===== src/rtl/bus_master_port_if.sv =====
// Host request/response channel plus the serial slave bus lines of the bus master port.
// The master modport is the port's own view; the slave modport is the host and slave side.
interface bus_master_port_if #(
  parameter int N   = 8,
  parameter int ADN = 12
);
  logic           req_valid;
  logic           req_ready;
  logic           req_wren;
  logic [ADN-1:0] req_addr;
  logic [N-1:0]   req_wdata;
  logic           resp_valid;
  logic [N-1:0]   resp_rdata;
  logic           resp_err;
  logic           m_valid;
  logic           m_wren;
  logic           m_addr;
  logic           m_data;
  logic           s_valid;
  logic           s_data;

  modport master (
    input  req_valid, req_wren, req_addr, req_wdata, s_valid, s_data,
    output req_ready, resp_valid, resp_rdata, resp_err, m_valid, m_wren, m_addr, m_data
  );

  modport slave (
    output req_valid, req_wren, req_addr, req_wdata, s_valid, s_data,
    input  req_ready, resp_valid, resp_rdata, resp_err, m_valid, m_wren, m_addr, m_data
  );
endinterface


===== src/rtl/bus_master_port.sv =====
// Serial bus master: takes one parallel host request, shifts it MSB-first onto the slave bus
// and, for reads, deserialises the returned word into a single-cycle response.
module bus_master_port #(
  parameter int N       = 8,
  parameter int ADN     = 12,
  parameter int TIMEOUT = 64
) (
  input  logic              clk,
  input  logic              rstn,
  bus_master_port_if.master bus
);

  localparam int CW = $clog2(ADN + 1);
  localparam int TW = $clog2(TIMEOUT + 1);

  localparam logic [CW-1:0] LastAddrBit  = CW'(ADN - 1);
  localparam logic [CW-1:0] FirstDataBit = CW'(ADN - N);
  localparam logic [CW-1:0] LastDataBit  = CW'(N - 1);
  localparam logic [CW-1:0] LastGapCycle = CW'(1);
  localparam logic [TW-1:0] LastIdle     = TW'(TIMEOUT - 1);

  typedef enum logic [2:0] {
    Idle,
    Hdr,
    Addr,
    Wgap,
    Rwait,
    Rdata,
    Done
  } stateT;

  stateT          state, stateNext;
  logic [CW-1:0]  bitCnt, bitCntNext;
  logic [TW-1:0]  idleCnt, idleCntNext;
  logic [ADN-1:0] addrSh, addrShNext;
  logic [N-1:0]   dataSh, dataShNext;
  logic [N-1:0]   rdSh, rdShNext;
  logic           wrenQ, wrenNext;
  logic [CW-1:0]  nextBit;

  logic           readyQ, readyNext;
  logic           respValidQ, respValidNext;
  logic           respErrQ, respErrNext;
  logic [N-1:0]   respDataQ, respDataNext;
  logic           mValidQ, mValidNext;
  logic           mWrenQ, mWrenNext;
  logic           mAddrQ, mAddrNext;
  logic           mDataQ, mDataNext;

  // State plus every output are registered together, so the bus sees the value for a state
  // during the cycle the FSM sits in it.
  always_ff @(posedge clk or negedge rstn) begin
    if (!rstn) begin
      state      <= Idle;
      bitCnt     <= '0;
      idleCnt    <= '0;
      addrSh     <= '0;
      dataSh     <= '0;
      rdSh       <= '0;
      wrenQ      <= 1'b0;
      readyQ     <= 1'b0;
      respValidQ <= 1'b0;
      respErrQ   <= 1'b0;
      respDataQ  <= '0;
      mValidQ    <= 1'b0;
      mWrenQ     <= 1'b0;
      mAddrQ     <= 1'b0;
      mDataQ     <= 1'b0;
    end else begin
      state      <= stateNext;
      bitCnt     <= bitCntNext;
      idleCnt    <= idleCntNext;
      addrSh     <= addrShNext;
      dataSh     <= dataShNext;
      rdSh       <= rdShNext;
      wrenQ      <= wrenNext;
      readyQ     <= readyNext;
      respValidQ <= respValidNext;
      respErrQ   <= respErrNext;
      respDataQ  <= respDataNext;
      mValidQ    <= mValidNext;
      mWrenQ     <= mWrenNext;
      mAddrQ     <= mAddrNext;
      mDataQ     <= mDataNext;
    end
  end

  // Next-state and next-output decode; the bus lines idle at 0 unless a state drives them.
  always_comb begin
    stateNext     = state;
    bitCntNext    = bitCnt;
    idleCntNext   = idleCnt;
    addrShNext    = addrSh;
    dataShNext    = dataSh;
    rdShNext      = rdSh;
    wrenNext      = wrenQ;
    readyNext     = readyQ;
    respValidNext = 1'b0;
    respErrNext   = 1'b0;
    respDataNext  = respDataQ;
    mValidNext    = 1'b0;
    mWrenNext     = 1'b0;
    mAddrNext     = 1'b0;
    mDataNext     = 1'b0;
    nextBit       = '0;

    unique case (state)
      Idle: begin
        readyNext = 1'b1;
        if (bus.req_valid && readyQ) begin
          addrShNext = bus.req_addr;
          dataShNext = bus.req_wdata;
          wrenNext   = bus.req_wren;
          readyNext  = 1'b0;
          mValidNext = 1'b1;
          mWrenNext  = bus.req_wren;
          stateNext  = Hdr;
        end
      end

      Hdr, Addr: begin
        if (state == Addr && bitCnt == LastAddrBit) begin
          bitCntNext  = '0;
          idleCntNext = '0;
          mWrenNext   = wrenQ;
          stateNext   = wrenQ ? Wgap : Rwait;
        end else begin
          nextBit    = (state == Hdr) ? '0 : bitCnt + 1'b1;
          bitCntNext = nextBit;
          mValidNext = 1'b1;
          mWrenNext  = wrenQ;
          mAddrNext  = addrSh[ADN-1];
          addrShNext = addrSh << 1;
          // Write data rides on the last N address cycles.
          if (wrenQ && nextBit >= FirstDataBit) begin
            mDataNext  = dataSh[N-1];
            dataShNext = dataSh << 1;
          end
          stateNext = Addr;
        end
      end

      Wgap: begin
        if (bitCnt == LastGapCycle) begin
          respValidNext = 1'b1;
          stateNext     = Done;
        end else begin
          mWrenNext  = wrenQ;
          bitCntNext = bitCnt + 1'b1;
        end
      end

      Rwait, Rdata: begin
        if (bus.s_valid) begin
          idleCntNext = '0;
          if (state == Rwait) begin
            bitCntNext = '0;
            stateNext  = Rdata;
          end else begin
            rdShNext = {rdSh[N-2:0], bus.s_data};
            if (bitCnt == LastDataBit) begin
              respValidNext = 1'b1;
              respDataNext  = {rdSh[N-2:0], bus.s_data};
              stateNext     = Done;
            end else begin
              bitCntNext = bitCnt + 1'b1;
            end
          end
        end else if (idleCnt == LastIdle) begin
          respValidNext = 1'b1;
          respErrNext   = 1'b1;
          respDataNext  = '0;
          stateNext     = Done;
        end else begin
          idleCntNext = idleCnt + 1'b1;
        end
      end

      Done: begin
        readyNext = 1'b1;
        stateNext = Idle;
      end

      default: begin
        stateNext = Idle;
      end
    endcase
  end

  assign bus.req_ready  = readyQ;
  assign bus.resp_valid = respValidQ;
  assign bus.resp_err   = respErrQ;
  assign bus.resp_rdata = respDataQ;
  assign bus.m_valid    = mValidQ;
  assign bus.m_wren     = mWrenQ;
  assign bus.m_addr     = mAddrQ;
  assign bus.m_data     = mDataQ;

endmodule


===== src/flat_wrapper.sv =====
// flat-port wrapper written by rule: the top's interface ports become plain ports
module bus_master_port_flat 
#(
  parameter int N       = 8,
  parameter int ADN     = 12,
  parameter int TIMEOUT = 64
)
  (clk, rstn, bus_req_valid, bus_req_wren, bus_req_addr, bus_req_wdata, bus_s_valid, bus_s_data, bus_req_ready, bus_resp_valid, bus_resp_rdata, bus_resp_err, bus_m_valid, bus_m_wren, bus_m_addr, bus_m_data);
  bus_master_port_if #(.N(N), .ADN(ADN)) bus_i ();
  input  logic clk;
  input  logic rstn;
  input wire logic [$bits(bus_i.req_valid)-1:0] bus_req_valid;
  input wire logic [$bits(bus_i.req_wren)-1:0] bus_req_wren;
  input wire logic [$bits(bus_i.req_addr)-1:0] bus_req_addr;
  input wire logic [$bits(bus_i.req_wdata)-1:0] bus_req_wdata;
  input wire logic [$bits(bus_i.s_valid)-1:0] bus_s_valid;
  input wire logic [$bits(bus_i.s_data)-1:0] bus_s_data;
  output wire logic [$bits(bus_i.req_ready)-1:0] bus_req_ready;
  output wire logic [$bits(bus_i.resp_valid)-1:0] bus_resp_valid;
  output wire logic [$bits(bus_i.resp_rdata)-1:0] bus_resp_rdata;
  output wire logic [$bits(bus_i.resp_err)-1:0] bus_resp_err;
  output wire logic [$bits(bus_i.m_valid)-1:0] bus_m_valid;
  output wire logic [$bits(bus_i.m_wren)-1:0] bus_m_wren;
  output wire logic [$bits(bus_i.m_addr)-1:0] bus_m_addr;
  output wire logic [$bits(bus_i.m_data)-1:0] bus_m_data;
  assign bus_i.req_valid = bus_req_valid;
  assign bus_i.req_wren = bus_req_wren;
  assign bus_i.req_addr = bus_req_addr;
  assign bus_i.req_wdata = bus_req_wdata;
  assign bus_i.s_valid = bus_s_valid;
  assign bus_i.s_data = bus_s_data;
  assign bus_req_ready = bus_i.req_ready;
  assign bus_resp_valid = bus_i.resp_valid;
  assign bus_resp_rdata = bus_i.resp_rdata;
  assign bus_resp_err = bus_i.resp_err;
  assign bus_m_valid = bus_i.m_valid;
  assign bus_m_wren = bus_i.m_wren;
  assign bus_m_addr = bus_i.m_addr;
  assign bus_m_data = bus_i.m_data;
  bus_master_port #(.N(N), .ADN(ADN), .TIMEOUT(TIMEOUT)) u_core (.clk(clk), .rstn(rstn), .bus(bus_i));
endmodule

===== config.mk =====
export PLATFORM = sky130hd
export DESIGN_NAME = bus_master_port_flat
export DESIGN_NICKNAME = d
export VERILOG_FILES = /design/src/rtl/bus_master_port_if.sv /design/src/rtl/bus_master_port.sv /design/src/flat_wrapper.sv
export SDC_FILE = /design/constraint.sdc
export NUM_CORES = 1
export LEC_CHECK = 0
export ABC_AREA = 1
export CORE_MARGIN = 2
export CORE_UTILIZATION = 37
export DETAILED_ROUTE_END_ITERATION = 7
export SYNTH_ARGS = -nofsm -noshare
export SYNTH_HDL_FRONTEND = slang
export SYNTH_SLANG_ARGS = --single-unit

===== constraint.sdc =====
create_clock -name clk -period 1.4 [get_ports clk]
set_input_delay 0.21 -clock clk [delete_from_list [all_inputs] [get_ports clk]]
set_output_delay 0.21 -clock clk [all_outputs]
set_load 0.02 [all_outputs]

* Word level (Yosys, flattened, before mapping) *
Cells that the tools add are included.

storage, ports and cells
  bits in registers = 57
  bits of input ports = 26

operators by class
  $add $sub $neg = 2
  order comparisons = 1
  equality and inequality tests = 23
  mux-type cells = 52
  bitwise gates (word level) = 1
  reduce and logical (&&, ||, !) cells = 19

operators with widths
  cell                                                   number
  two-way mux 8 bit                                      7
  two-way mux 12 bit                                     2
  two-way mux 3 bit                                      8
  two-way mux 4 bit                                      6
  case mux 12 bit (2 select lines)                       1
  two-way mux 7 bit                                      3
  two-way mux 1 bit                                      17
  case mux 8 bit (2 select lines)                        1
  AND reduction 4 bit                                    4
  case mux 7 bit (2 select lines)                        1
  case mux 3 bit (4 select lines)                        1
  case mux 4 bit (3 select lines)                        1
  inequality test 2 x 1 -> 1 bit, second input constant  5
  equality test 3 bit, second input constant             3
  AND reduction 3 bit                                    3
  inequality test 2 bit, second input constant           4
  nonzero test 2 bit                                     4
  adder 7 x 1 -> 7 bit, second input constant            1
  equality test 7 x 6 -> 1 bit, second input constant    1
  equality test 3 x 2 -> 1 bit, second input constant    2
  inequality test 3 x 2 -> 1 bit, second input constant  2
  case mux 1 bit (2 select lines)                        3
  adder 4 x 1 -> 4 bit, second input constant            1
  equality test 4 x 1 -> 1 bit, second input constant    1
  13 further kinds                                       16

* Logic depth before layout (Yosys ltp) *
Gate-level depths: netlist of the first run.

  depth after elaboration = 7
  gate-level depth with buffers = 10
  gate-level depth less buffers = 10

* Least setup slack after synthesis of the first run *
OpenSTA, ideal clock, no wires.

  kind = reg-to-reg
  start point = register u_core.bitCnt[0]
  end point = register u_core.addrSh[11]
  arrival time = 1.344 ns
  data required time = 1.273 ns
  path slack = -0.071 ns
  stages on the path, launching flop included = 10
  buffers on the path = 1
  period minus slack after synthesis = 1.471 ns
  path through = dfrtp_1 > ha_1 > nand3_1 > nor2_2 > inv_2 > nand2_2 > nand2_2 > buf_4 > o211ai_1 > o21ai_1

on the way
  cells in the longest elaborated chain, start to end = 4

ends and longest elaborated chain
  what                                    RTL line                text
  start, declared                         bus_master_port.sv:33   logic [CW-1:0] bitCnt, bitCntNext;
  start signal, assigned                  bus_master_port.sv:71   bitCnt <= bitCntNext;
  equality test 4 bit                     bus_master_port.sv:122  if (state == Addr && bitCnt == LastAddrBit) begin
  logical AND 1 bit                       bus_master_port.sv:122
  inequality test 2 bit (no source line)  --
  AND reduction 3 bit (no source line)    --
  end signal, assigned                    bus_master_port.sv:73   addrSh <= addrShNext;
  end, declared                           bus_master_port.sv:35   logic [ADN-1:0] addrSh, addrShNext;

No other way between the ends.
A chain may end at the register's enable or synchronous reset.

* Final worst setup path of the first run *
  start point = register u_core.state[2]
  end point = register u_core.addrSh[1]

on the way
  cells in the longest elaborated chain, start to end = 4
  elaborated cells between the ends (all ways) = 10
  classes of those cells = eq/ne (4); mux (1); reduce/logical (5)

ends and longest elaborated chain
  what                                                                                 RTL line                                        text
  start, declared                                                                      bus_master_port.sv:32                           stateT state, stateNext;
  start signal, assigned                                                               bus_master_port.sv:54                           state <= Idle;
  start signal, assigned                                                               bus_master_port.sv:70                           state <= stateNext;
  equality test 3 x 1 -> 1 bit / equality test 3 x 2 -> 1 bit (equally long branches)  bus_master_port.sv:107, bus_master_port.sv:122
  OR reduction 2 bit / logical AND 1 bit (equally long branches)                       bus_master_port.sv:107, bus_master_port.sv:122
  inequality test 2 bit (no source line) / nonzero test 2 bit (equally long branches)  --
  AND reduction 3 bit (no source line)                                                 --

Several ways; a longest one is shown, not always the timed one.

==> implementation parameters, run 1 <==
Parameter                              Value

Final layout
  Post-Route Utilization    0.642
  Number of antenna cells inserted    0
  Most common cell after layout, fill and taps aside    sky130_fd_sc_hd__nand2_1
  Fill cell instance count of the final layout    603
  Layout net count    492
  Sequential cell area    1430 sq um
  Top library cells by usage in the layout, fill and taps aside    93 x sky130_fd_sc_hd__nand2_1, 54 x sky130_fd_sc_hd__dfrtp_1, 41 x sky130_fd_sc_hd__buf_4, 32 x sky130_fd_sc_hd__inv_1, 24 x sky130_fd_sc_hd__clkdlybuf4s50_1
  Area growth syn-to-layout    66.4%
  Fraction of layout cells with a size suffix above 1    0.391
  Area of the multi-input gates    1710 sq um
  Post-Layout Cell Count    567

Synth
  Number of different library cells in the post-synthesis netlist    26
  Biggest area consumer among synthesized cells    sky130_fd_sc_hd__dfrtp_1
  Fraction of the yosys area taken by sequential cells    0.507
  Area of the mapped netlist    2810 sq um
  Synthesis Warnings    0
  Mean Syn Cell Area    8.04 sq um
  Top cell type's share of synthesized area    0.507
  Number of nets in the synthesized netlist    379
  Flops & latches, synth    57
  Cells taking the most area after synthesis    sky130_fd_sc_hd__dfrtp_1 51%, sky130_fd_sc_hd__nand2_1 15%, sky130_fd_sc_hd__inv_1 5.6%
  Cell count after synthesis    350

STA
  Worst slew margin    0.780
  Worst Max-Slew Pin Slew    330 ps
  Final-layout worst hold slack    412 ps
  RSZ-0062 raised after global routing    yes
  Post-layout min period    1570 ps
  Highest achievable clock rate    639 MHz
  Max Clock Skew    9.78 ps
  Final Setup Violations    44
  Max Transition Viols Final    0
  Period utilization    1.12
  Total count of hold-check failures in the final report    0
  Worst path setup slack after routing    -166 ps

Critical path
  Max stage delay cell, worst path    sky130_fd_sc_hd__dfrtp_1
  Critical path's top delay family    simple AND/OR/NAND/NOR gates
  Nature of the critical path endpoint    flip-flop
  Reg-to-reg startpoint    u_core.state[2]$_DFFE_PN0P_
  Endpoint of the most critical register-to-register path    u_core.addrSh[1]$_DFFE_PN0P_
  Logic depth of the worst register-to-register path    9
  Arrival time of data at the critical path endpoint    1830 ps
  Register-to-register setup slack    -170 ps
  Critical path peak fanout    8
  Critical setup path kind    flip-flop to flip-flop
  Sum of buffers and inverters on the critical path    3
  Setup crit start kind    flip-flop
  Cell repeated most along the worst path    sky130_fd_sc_hd__nand2_8
  CP max stage delay    400 ps
  Crit-path cells    inv_2 > buf_6 > nand3_4 > nand2_8 > nand2_8 > buf_12 > nand2_8 > o211ai_1 > o21ai_1
  CP Data Required Time    1660 ps

Global routing
  Number of antenna violations at the first check in global routing    0
  Global route total overflow    0
  Maximum number of pins on one net before global-route repair    58
  Via count of the first global-routing pass    2,666
  Global-route wire length before repair    12,900 um
  GRT Resource Usage Total    0.195

Power
  Ratio of total power to cell area    2320 nW/um^2
  Lkg Pwr    2.23 nW
  Largest vdd supply drop    0.000805 V

Placement
  Input/output buffers    40
  Final estimated routing congestion in global placement    0.809
  DPL Wire Length    4470 um
  Placed cell count    520

Clock network
  Clock buffers created by TritonCTS    9
  Cell chosen for the clock root    sky130_fd_sc_hd__clkbuf_8
  Clock Latency Late Sink    340 ps
  CTS tree    built
  Number of H-tree branching levels    3
  Clock sink count    57
  Clk slew on worst S/H paths    70 ps
  Max Buffers Root-to-Sink    2

Run
  Max-cap violations    0

Floorplanning
  Die ar.    8320 sq um
  Effective utilization at floorplan    0.386
  Boundary Pins    41
  Chip Width    91.2 um
  Standard cell core area    7290 sq um
  Height of the chip    91.2 um
  Placement row count    31

Drt
  WL/cell    15.0 um
  ANT nets after route    0
  Number of design-rule violations left by the first detailed-router iteration    132
  Overall via count from detail_route    2,816
  Final wirelength    8490 um
  Post-route DRC    0
  DRT Pass-1 Iters    4
  Post-DR vias/cell    4.97

Run status
  Outcome    finished with violations
  Violated checks    negative setup slack

Worst hold path
  Type of the tightest min-delay check    primary input to async pin
==> metal layers <==
metal	vias to the layer above	track usage	routed length (um)
met4	0	0.0606	180
li1	1361	-	-
met3	17	0.0490	313
met5	-	0	0
met1	1378	0.270	3710
met2	60	0.301	4290
==> worst max-delay path by stage <==
stage	from	endpoint	slack (ps)	cells past startpoint
after CTS	u_core.state[2]$_DFFE_PN0P_	u_core.bus.resp_rdata[1]$_DFFE_PN0P_	-100	7
after detailed placement	bus_req_valid	u_core.dataSh[1]$_DFFE_PN0P_	-210	6
after global placement	bus_s_valid	u_core.bus.resp_rdata[7]$_DFFE_PN0P_	-200	6
after global routing	u_core.state[2]$_DFFE_PN0P_	u_core.addrSh[1]$_DFFE_PN0P_	-220	9
final	u_core.state[2]$_DFFE_PN0P_	u_core.addrSh[1]$_DFFE_PN0P_	-170	9
after floorplan	u_core.bitCnt[0]$_DFFE_PN0P_	u_core.addrSh[11]$_DFFE_PN0P_	-5	9
==> tightest hold or removal path: stages <==
cell and delay, ps:
sky130_fd_sc_hd__dlygate4sd3_1 530, sky130_fd_sc_hd__buf_2 120, sky130_fd_sc_hd__buf_12 280
==> synth_stat cells, drive strengths merged <==
library cell and count:
a31o 1, xor2 1, a31oi 2, nor3 1
nand2 117, nand3 34, ha 3, dfrtp 57
buf 8, inv 46, o21ai 36, or2 2
nor2 23, o211ai 10, a21boi 1, a21oi 3
nand4 5
==> cells by family (layout without fill, tap and decap cells) <==
logic type / after synthesis / in the layout / synth area share
compound gates: 53 / 54 / 0.112
flops: 57 / 57 / 0.507
buf+inv: 54 / 168 / 0.0783
xor+xnor: 1 / 1 / 0.00311
simple gates: 182 / 185 / 0.287
fa+ha+maj: 3 / 3 / 0.0133
==> cell type report <==
type,count,area share
clock buffer,11,0.0302
multi-input combinational,243,0.366
timing repair buffer,106,0.214
sequential,57,0.305
inverter,46,0.0411
clock inverter,5,0.0168
tap,99,0.0264
==> per-stage QoR <==
| step | total power, mW | instance area (sq um) | TNS (ps) | setup WS (ps) |
|---|---|---|---|---|
| 6_report | 10.8 | 4680 | -3760 | -166 |
| 4_1_cts | 9.75 | 4390 | -1800 | -97.9 |
| 3_5_place_dp | 6.35 | 3610 | -6610 | -207 |
| 5_1_grt | 11.5 | 4680 | -6860 | -218 |
| 2_1_floorplan | 5.09 | 2840 | -79.0 | -4.99 |
| 3_3_place_gp | 6.30 | 3610 | -5880 | -203 |
==> registers in the layout, summed over array words and instances (netlist names), 3 cells and up <==
| register | cells |
|---|---|
| u_core.addrSh | 12 |
| u_core.bitCnt | 4 |
| u_core.bus.resp_rdata | 8 |
| u_core.dataSh | 8 |
| u_core.idleCnt | 7 |
| u_core.rdSh | 7 |
| u_core.state | 3 |
==> what timing repair did <==
item	in CTS	in global routing
gates cloned	4	0
hold endpoints to repair	57	0
pin swaps	29	21
resized for setup	100	72
endpoints found under the setup margin	58	56
setup buffers	21	8
hold buffers	1	0
==> power breakdown <==
group | switching, mW | internal, mW
logic | 3.66 | 2.83
registers | 0.394 | 2.23
clock network | 0.682 | 1.05
total | 4.74 | 6.11
Note: power is estimated with default switching activity, not from simulation.
==> run 2: changes to the inputs <==
--- a/config.mk
+++ b/config.mk
@@ -9,6 +9,8 @@
 export CORE_MARGIN = 2
 export CORE_UTILIZATION = 37
 export DETAILED_ROUTE_END_ITERATION = 7
+export HOLD_SLACK_MARGIN = 0.03
+export REMOVE_ABC_BUFFERS = 1
 export SYNTH_ARGS = -nofsm -noshare
 export SYNTH_HDL_FRONTEND = slang
 export SYNTH_SLANG_ARGS = --single-unit
==> run 2 against run 1 <==
The flow still finishes with violations (negative setup slack). Clock skew increased by 2.1 ps. Final cell count fell by 0.18%. Clock power shrank 11%. Fmax grew 2.0%. Worst setup slack improved by 31 ps. Critical path depth increased by 1. Cell area decreased by 3.4%. Combinational power is 12% lower. First-iteration DRC count fell by 52%. Critical endpoint is now u_core.state[2]$_DFFE_PN0P_. Largest cell class unchanged.
==> implementation parameters, run 2 (same netlist as run 1, synthesis figures left out) <==
Parameter                              Value

Run status
  Outcome    finished with violations
  Violated checks    negative setup slack

Power
  Portion of total power attributed to combinational logic    0.581
  Ratio of total power to cell area    2180 nW/um^2
  Cell-internal power    5.62 mW
  Lkg Pwr    2.18 nW
  Total power    9.86 mW
  Net switching power    4.24 mW
  Part of the total power dissipated in the clock network    0.156
  Reg power frac    0.263
  Net switching fraction of the power    0.430
  Largest vdd supply drop    0.00114 V

Final layout
  Number of antenna cells inserted    0
  Layout net count    491
  Fraction of layout cells with a size suffix above 1    0.368
  Most common cell after layout, fill and taps aside    sky130_fd_sc_hd__nand2_1
  Register containing the most flip-flops in the final layout    u_core.addrSh
  Flip-flop count of the largest register, all copies and words added    12
  Top library cells by usage in the layout, fill and taps aside    93 x sky130_fd_sc_hd__nand2_1, 55 x sky130_fd_sc_hd__dfrtp_1, 42 x sky130_fd_sc_hd__buf_4, 33 x sky130_fd_sc_hd__inv_1, 24 x sky130_fd_sc_hd__clkdlybuf4s50_1
  Area growth syn-to-layout    60.8%
  Fill cell instance count of the final layout    638

STA
  Worst path setup slack after routing    -136 ps
  Total count of hold-check failures in the final report    0
  Worst slew margin    0.788
  Worst Max-Slew Pin Slew    319 ps
  Max Transition Viols Final    0
  RSZ-0062 raised after global routing    yes
  Period utilization    1.10
  Post-layout min period    1540 ps
  Highest achievable clock rate    651 MHz
  Post-Route Setup TNS    -3330 ps
  Max Clock Skew    11.9 ps
  Final Setup Violations    48

Floorplanning
  Boundary Pins    41
  Placement row count    31
  Standard cell core area    7290 sq um
  Effective utilization at floorplan    0.386
  Die ar.    8320 sq um
  Height of the chip    91.2 um
  Chip Width    91.2 um

Critical path
  Arrival time of data at the critical path endpoint    1750 ps
  Crit-path cells    buf_6 > nor2_4 > nand2_4 > buf_6 > nor2_4 > nand2_4 > nand3_4 > nor2_4 > nand2_2 > nand3_2
  CP Data Required Time    1620 ps
  Max stage delay cell, worst path    sky130_fd_sc_hd__dfrtp_2
  Critical path peak fanout    4
  Nature of the critical path endpoint    flip-flop
  Cell repeated most along the worst path    sky130_fd_sc_hd__nor2_4
  Setup crit start kind    flip-flop
  Critical path's top delay family    simple AND/OR/NAND/NOR gates
  CP max stage delay    440 ps
  Critical setup path kind    flip-flop to flip-flop
  Sum of buffers and inverters on the critical path    2

Global routing
  Via count of the first global-routing pass    2,654
  Maximum number of pins on one net before global-route repair    58
  GRT Resource Usage Total    0.180
  Global route total overflow    0
  Number of antenna violations at the first check in global routing    0
  Global-route wire length before repair    12,100 um

Clock network
  Clock sink count    57
  Max Buffers Root-to-Sink    2
  Clk slew on worst S/H paths    70 ps
  Number of H-tree branching levels    3
  Clock buffers created by TritonCTS    9
  Clock Latency Late Sink    340 ps
  Cell chosen for the clock root    sky130_fd_sc_hd__clkbuf_8
  CTS tree    built

Drt
  ANT nets after route    0
  Overall via count from detail_route    2,692
  WL/cell    12.9 um
  Number of design-rule violations left by the first detailed-router iteration    64
  Post-route DRC    0
  DRT Pass-1 Iters    5
  Final wirelength    7290 um
  Post-DR vias/cell    4.76

Worst hold path
  Type of the tightest min-delay check    primary input to async pin

Placement
  Final estimated routing congestion in global placement    0.816
  Input/output buffers    40
  DPL Wire Length    4410 um
  Worst setup slack after placement    -191 ps

Run
  Max-cap violations    0
[run 2: changes by cell type in the layout (fill, tap and decap cells not counted), sizes merged]
cell,previous run,this run
clkinvlp,0,2
nand2,120,118
buf,66,67
bufinv,2,1
clkbuf,11,10
clkinv,3,2
inv,46,47
[run 2: layout make-up]
| class | instances | area (sq um) | share of cell area |
|---|---|---|---|
| Inverter | 46 | 183 | 0.0404 |
| Clock buffer | 10 | 128 | 0.0282 |
| Tap cell | 99 | 124 | 0.0274 |
| Clock inverter | 6 | 67.6 | 0.0149 |
| Multi-Input combinational cell | 241 | 1610 | 0.356 |
| Sequential cell | 57 | 1430 | 0.316 |
| Timing Repair Buffer | 107 | 983 | 0.217 |
[run 2: tightest hold or removal path: stages]
cell                            delay (ps)
sky130_fd_sc_hd__dlygate4sd3_1         520
sky130_fd_sc_hd__buf_2                 120
sky130_fd_sc_hd__buf_12                270
[run 2: layer usage]
| metal | share of wire | track usage | up-vias |
|---|---|---|---|
| met5 | 0 | 0 | - |
| met4 | 0.032 | 0.0884 | 0 |
| met3 | 0.038 | 0.0307 | 20 |
| met2 | 0.49 | 0.307 | 71 |
| met1 | 0.44 | 0.220 | 1247 |
| li1 | - | - | 1354 |
[run 2: power by group through the flow]
stage          clock (mW)  sequential [mW]  combinational [mW]
2_1_floorplan           0             2.63                2.21
3_3_place_gp            0             2.55                3.93
3_5_place_dp            0             2.56                3.99
4_1_cts              1.57             2.56                5.22
5_1_grt              1.63             2.67                6.27
6_report             1.54             2.59                5.73
[run 2: per-stage QoR]
step / cells / util / instance area (sq um) / hold slack, ps
global route: 566 / 0.621 / 4530 / 440
finish: 566 / 0.621 / 4530 / 396
global placement: 531 / 0.505 / 3690 / 239
CTS: 561 / 0.592 / 4320 / 418
floorplan: 342 / - / 2770 / -85.6
detailed placement: 531 / 0.505 / 3690 / 243
[run 2: path summary, 6_finish.rpt]
check	slack, ps	from	to	cells past startpoint
worst max-delay path	-140	u_core.state[1]$_DFFE_PN0P_	u_core.state[2]$_DFFE_PN0P_	10
worst min-delay path	400	rstn	u_core.rdSh[5]$_DFFE_PN0P_	3
worst max register to register	-140	u_core.state[1]$_DFFE_PN0P_	u_core.state[2]$_DFFE_PN0P_	10
worst min register to register	480	u_core.dataSh[3]$_DFFE_PN0P_	u_core.dataSh[3]$_DFFE_PN0P_	2
max in group asynchronous	700	rstn	u_core.state[1]$_DFFE_PN0P_	3
min in group clk	420	bus_req_wdata[0]	u_core.dataSh[0]$_DFFE_PN0P_	3
[run 2: timing repair]
item                       CTS  global route
hold endpoints to repair    57             0
setup endpoints to repair   58            49
hold buffers                 1             0
pin swaps                   23            18
setup buffers                9             6
gates cloned                 4             0
resized for setup          110            46
==> run 3: changes to the inputs <==
--- a/config.mk
+++ b/config.mk
@@ -6,8 +6,9 @@
 export NUM_CORES = 1
 export LEC_CHECK = 0
 export ABC_AREA = 1
+export CAP_MARGIN = 15
 export CORE_MARGIN = 2
-export CORE_UTILIZATION = 37
+export CORE_UTILIZATION = 40
 export DETAILED_ROUTE_END_ITERATION = 7
 export HOLD_SLACK_MARGIN = 0.03
 export REMOVE_ABC_BUFFERS = 1
==> run 3 against run 2 <==
The run still ends with negative setup slack left. Global-route usage grew 1.3 points. Clock power grew 4%. Worst hold slack gained 2.2 ps. Non-clock buffer count shrank 10. Count of clock-buffer cells in the layout is the same. Combinational power shrank 5.1%. Worst setup slack lost 22 ps. Critical path type unchanged. Cell area shrank 2.8%. Largest cell class unchanged. Final cell count shrank 2.8%. Via count shrank 1.9%. Sequential share of layout area grew 0.92 points.
==> implementation parameters, run 3 (same netlist as run 1, synthesis figures left out) <==
Parameter                              Value

Run status
  Outcome    finished with violations
  Violated checks    negative setup slack

Clock network
  Cell chosen for the clock root    sky130_fd_sc_hd__clkbuf_8
  CTS tree    built
  Clock sink count    57
  Clock Latency Late Sink    340 ps
  Max Buffers Root-to-Sink    2
  Clk slew on worst S/H paths    70 ps
  Clock buffers created by TritonCTS    9
  Number of H-tree branching levels    3

STA
  Total count of hold-check failures in the final report    0
  Worst Max-Slew Pin Slew    308 ps
  Worst slew margin    0.795
  Highest achievable clock rate    642 MHz
  RSZ-0062 raised after global routing    yes
  Post-layout min period    1560 ps
  Worst path setup slack after routing    -158 ps
  Max Transition Viols Final    0
  Final Setup Violations    44
  Period utilization    1.11
  Max Clock Skew    10.8 ps

Global routing
  Number of antenna violations at the first check in global routing    0
  Global-route wire length before repair    11,600 um
  Global route total overflow    0
  Via count of the first global-routing pass    2,614
  Maximum number of pins on one net before global-route repair    58
  GRT Resource Usage Total    0.193

Final layout
  Sequential cell area    1430 sq um
  Fill cell instance count of the final layout    564
  Post-Route Utilization    0.647
  Top library cells by usage in the layout, fill and taps aside    101 x sky130_fd_sc_hd__nand2_1, 55 x sky130_fd_sc_hd__dfrtp_1, 40 x sky130_fd_sc_hd__buf_4, 36 x sky130_fd_sc_hd__inv_1, 24 x sky130_fd_sc_hd__clkdlybuf4s50_1
  Fraction of layout cells with a size suffix above 1    0.322
  Post-route cell area    4400 sq um
  Layout net count    480
  Number of antenna cells inserted    0
  Area of the multi-input gates    1540 sq um
  Flip-flop count of the largest register, all copies and words added    12
  Post-Layout Cell Count    550
  Area growth syn-to-layout    56.3%
  Most common cell after layout, fill and taps aside    sky130_fd_sc_hd__nand2_1
  Register containing the most flip-flops in the final layout    u_core.addrSh

Critical path
  Nature of the critical path endpoint    flip-flop
  CP Data Required Time    1630 ps
  Register-to-register setup slack    -160 ps
  Crit-path cells    ha_2 > nand3_2 > nor2_4 > inv_2 > nand2_4 > nand2_8 > clkbuf_16 > o211ai_1 > o21ai_1
  Setup crit start kind    flip-flop
  Critical path peak fanout    6
  Critical path's top delay family    simple AND/OR/NAND/NOR gates
  CP max stage delay    390 ps
  Max stage delay cell, worst path    sky130_fd_sc_hd__dfrtp_1
  Arrival time of data at the critical path endpoint    1790 ps
  Critical setup path kind    flip-flop to flip-flop
  Sum of buffers and inverters on the critical path    2

Floorplanning
  Height of the chip    87.9 um
  Boundary Pins    41
  Die ar.    7720 sq um
  Effective utilization at floorplan    0.414
  Placement row count    30
  Standard cell core area    6790 sq um
  Chip Width    87.9 um

Placement
  Input/output buffers    40
  Final estimated routing congestion in global placement    0.840
  Placed cell count    525
  Area after DPL    3670 sq um
  DPL Wire Length    4480 um

Power
  Lkg Pwr    2.13 nW
  Net switching fraction of the power    0.414
  Cell-internal power    5.67 mW
  Ratio of total power to cell area    2200 nW/um^2
  Portion of total power attributed to combinational logic    0.563
  Net switching power    4.00 mW
  Largest vdd supply drop    0.000975 V
  Part of the total power dissipated in the clock network    0.166
  Reg power frac    0.272

Drt
  Post-DR vias/cell    4.80
  WL/cell    12.9 um
  Final wirelength    7100 um
  Overall via count from detail_route    2,641
  Number of design-rule violations left by the first detailed-router iteration    93
  DRT Pass-1 Iters    4
  Post-route DRC    0
  ANT nets after route    0

Run
  Max-cap violations    0

Worst hold path
  Type of the tightest min-delay check    primary input to async pin
run 3: cell count changes in the layout (fill, tap and decap cells not counted), sizes merged:
cell,change
clkbuf,+2
clkinvlp,-2
buf,-12
bufinv,+1
inv,-1
nand2,-1
run 3: power groups by stage:
stage | logic [mW] | clock network [mW] | registers [mW]
6_report | 5.44 | 1.60 | 2.63
5_1_grt | 5.95 | 1.72 | 2.69
3_3_place_gp | 3.98 | 0 | 2.55
3_5_place_dp | 4.06 | 0 | 2.56
4_1_cts | 4.56 | 1.64 | 2.56
2_1_floorplan | 2.21 | 0 | 2.63
run 3: worst paths after layout:
kind / to / startpoint / depth (start not counted)
max: u_core.addrSh[1]$_DFFE_PN0P_ / u_core.bitCnt[1]$_DFFE_PN0P_ / 9
min: u_core.bus.resp_rdata[7]$_DFFE_PN0P_ / rstn / 3
min reg2reg: u_core.rdSh[6]$_DFFE_PN0P_ / u_core.rdSh[6]$_DFFE_PN0P_ / 2
max in group asynchronous: u_core.state[1]$_DFFE_PN0P_ / rstn / 3
min in group clk: u_core.dataSh[0]$_DFFE_PN0P_ / bus_req_wdata[0] / 3
max reg2reg: u_core.addrSh[1]$_DFFE_PN0P_ / u_core.bitCnt[1]$_DFFE_PN0P_ / 9
run 3: worst reg2reg max path, cell delays in order, from the launching register on:
cell and delay [ps]:
sky130_fd_sc_hd__dfrtp_1 390, sky130_fd_sc_hd__ha_2 220, sky130_fd_sc_hd__nand3_2 90, sky130_fd_sc_hd__nor2_4 140
sky130_fd_sc_hd__inv_2 70, sky130_fd_sc_hd__nand2_4 110, sky130_fd_sc_hd__nand2_8 100, sky130_fd_sc_hd__clkbuf_16 180
sky130_fd_sc_hd__o211ai_1 80, sky130_fd_sc_hd__o21ai_1 80
run 3: what timing repair did:
item | 4_1_cts | 5_1_grt
resized for setup | 77 | 52
hold buffers | 1 | 0
setup buffers | 6 | 2
gates cloned | 1 | 2
endpoints found under the hold margin | 57 | 0
setup endpoints to repair | 60 | 52
pin swaps | 22 | 18
run 3: stage by stage:
stage                     setup TNS [ps]  total power [mW]  setup WS [ps]  hold WS (ps)
after global placement             -4590              6.53           -177           240
after global routing               -8700              10.4           -240           443
after detailed placement           -5270              6.62           -212           240
after floorplan                   -12400              4.84           -516         -85.6
after CTS                          -2770              8.76           -113           404
final                              -4460              9.67           -158           398
run 3: routing by layer:
layer	wire length, um	GRT usage	share of wire
met1	3110	0.232	0.44
met2	3590	0.334	0.51
met3	272	0.0386	0.038
met4	127	0.0867	0.018
met5	0	0	0
run 3: layout make-up:
cell class                 instances  area share
sequential                        57       0.325
tap                               96      0.0273
multi-input combinational        240       0.350
timing repair buffer              97       0.212
clock buffer                      10      0.0290
clock inverter                     4      0.0159
inverter                          46      0.0404
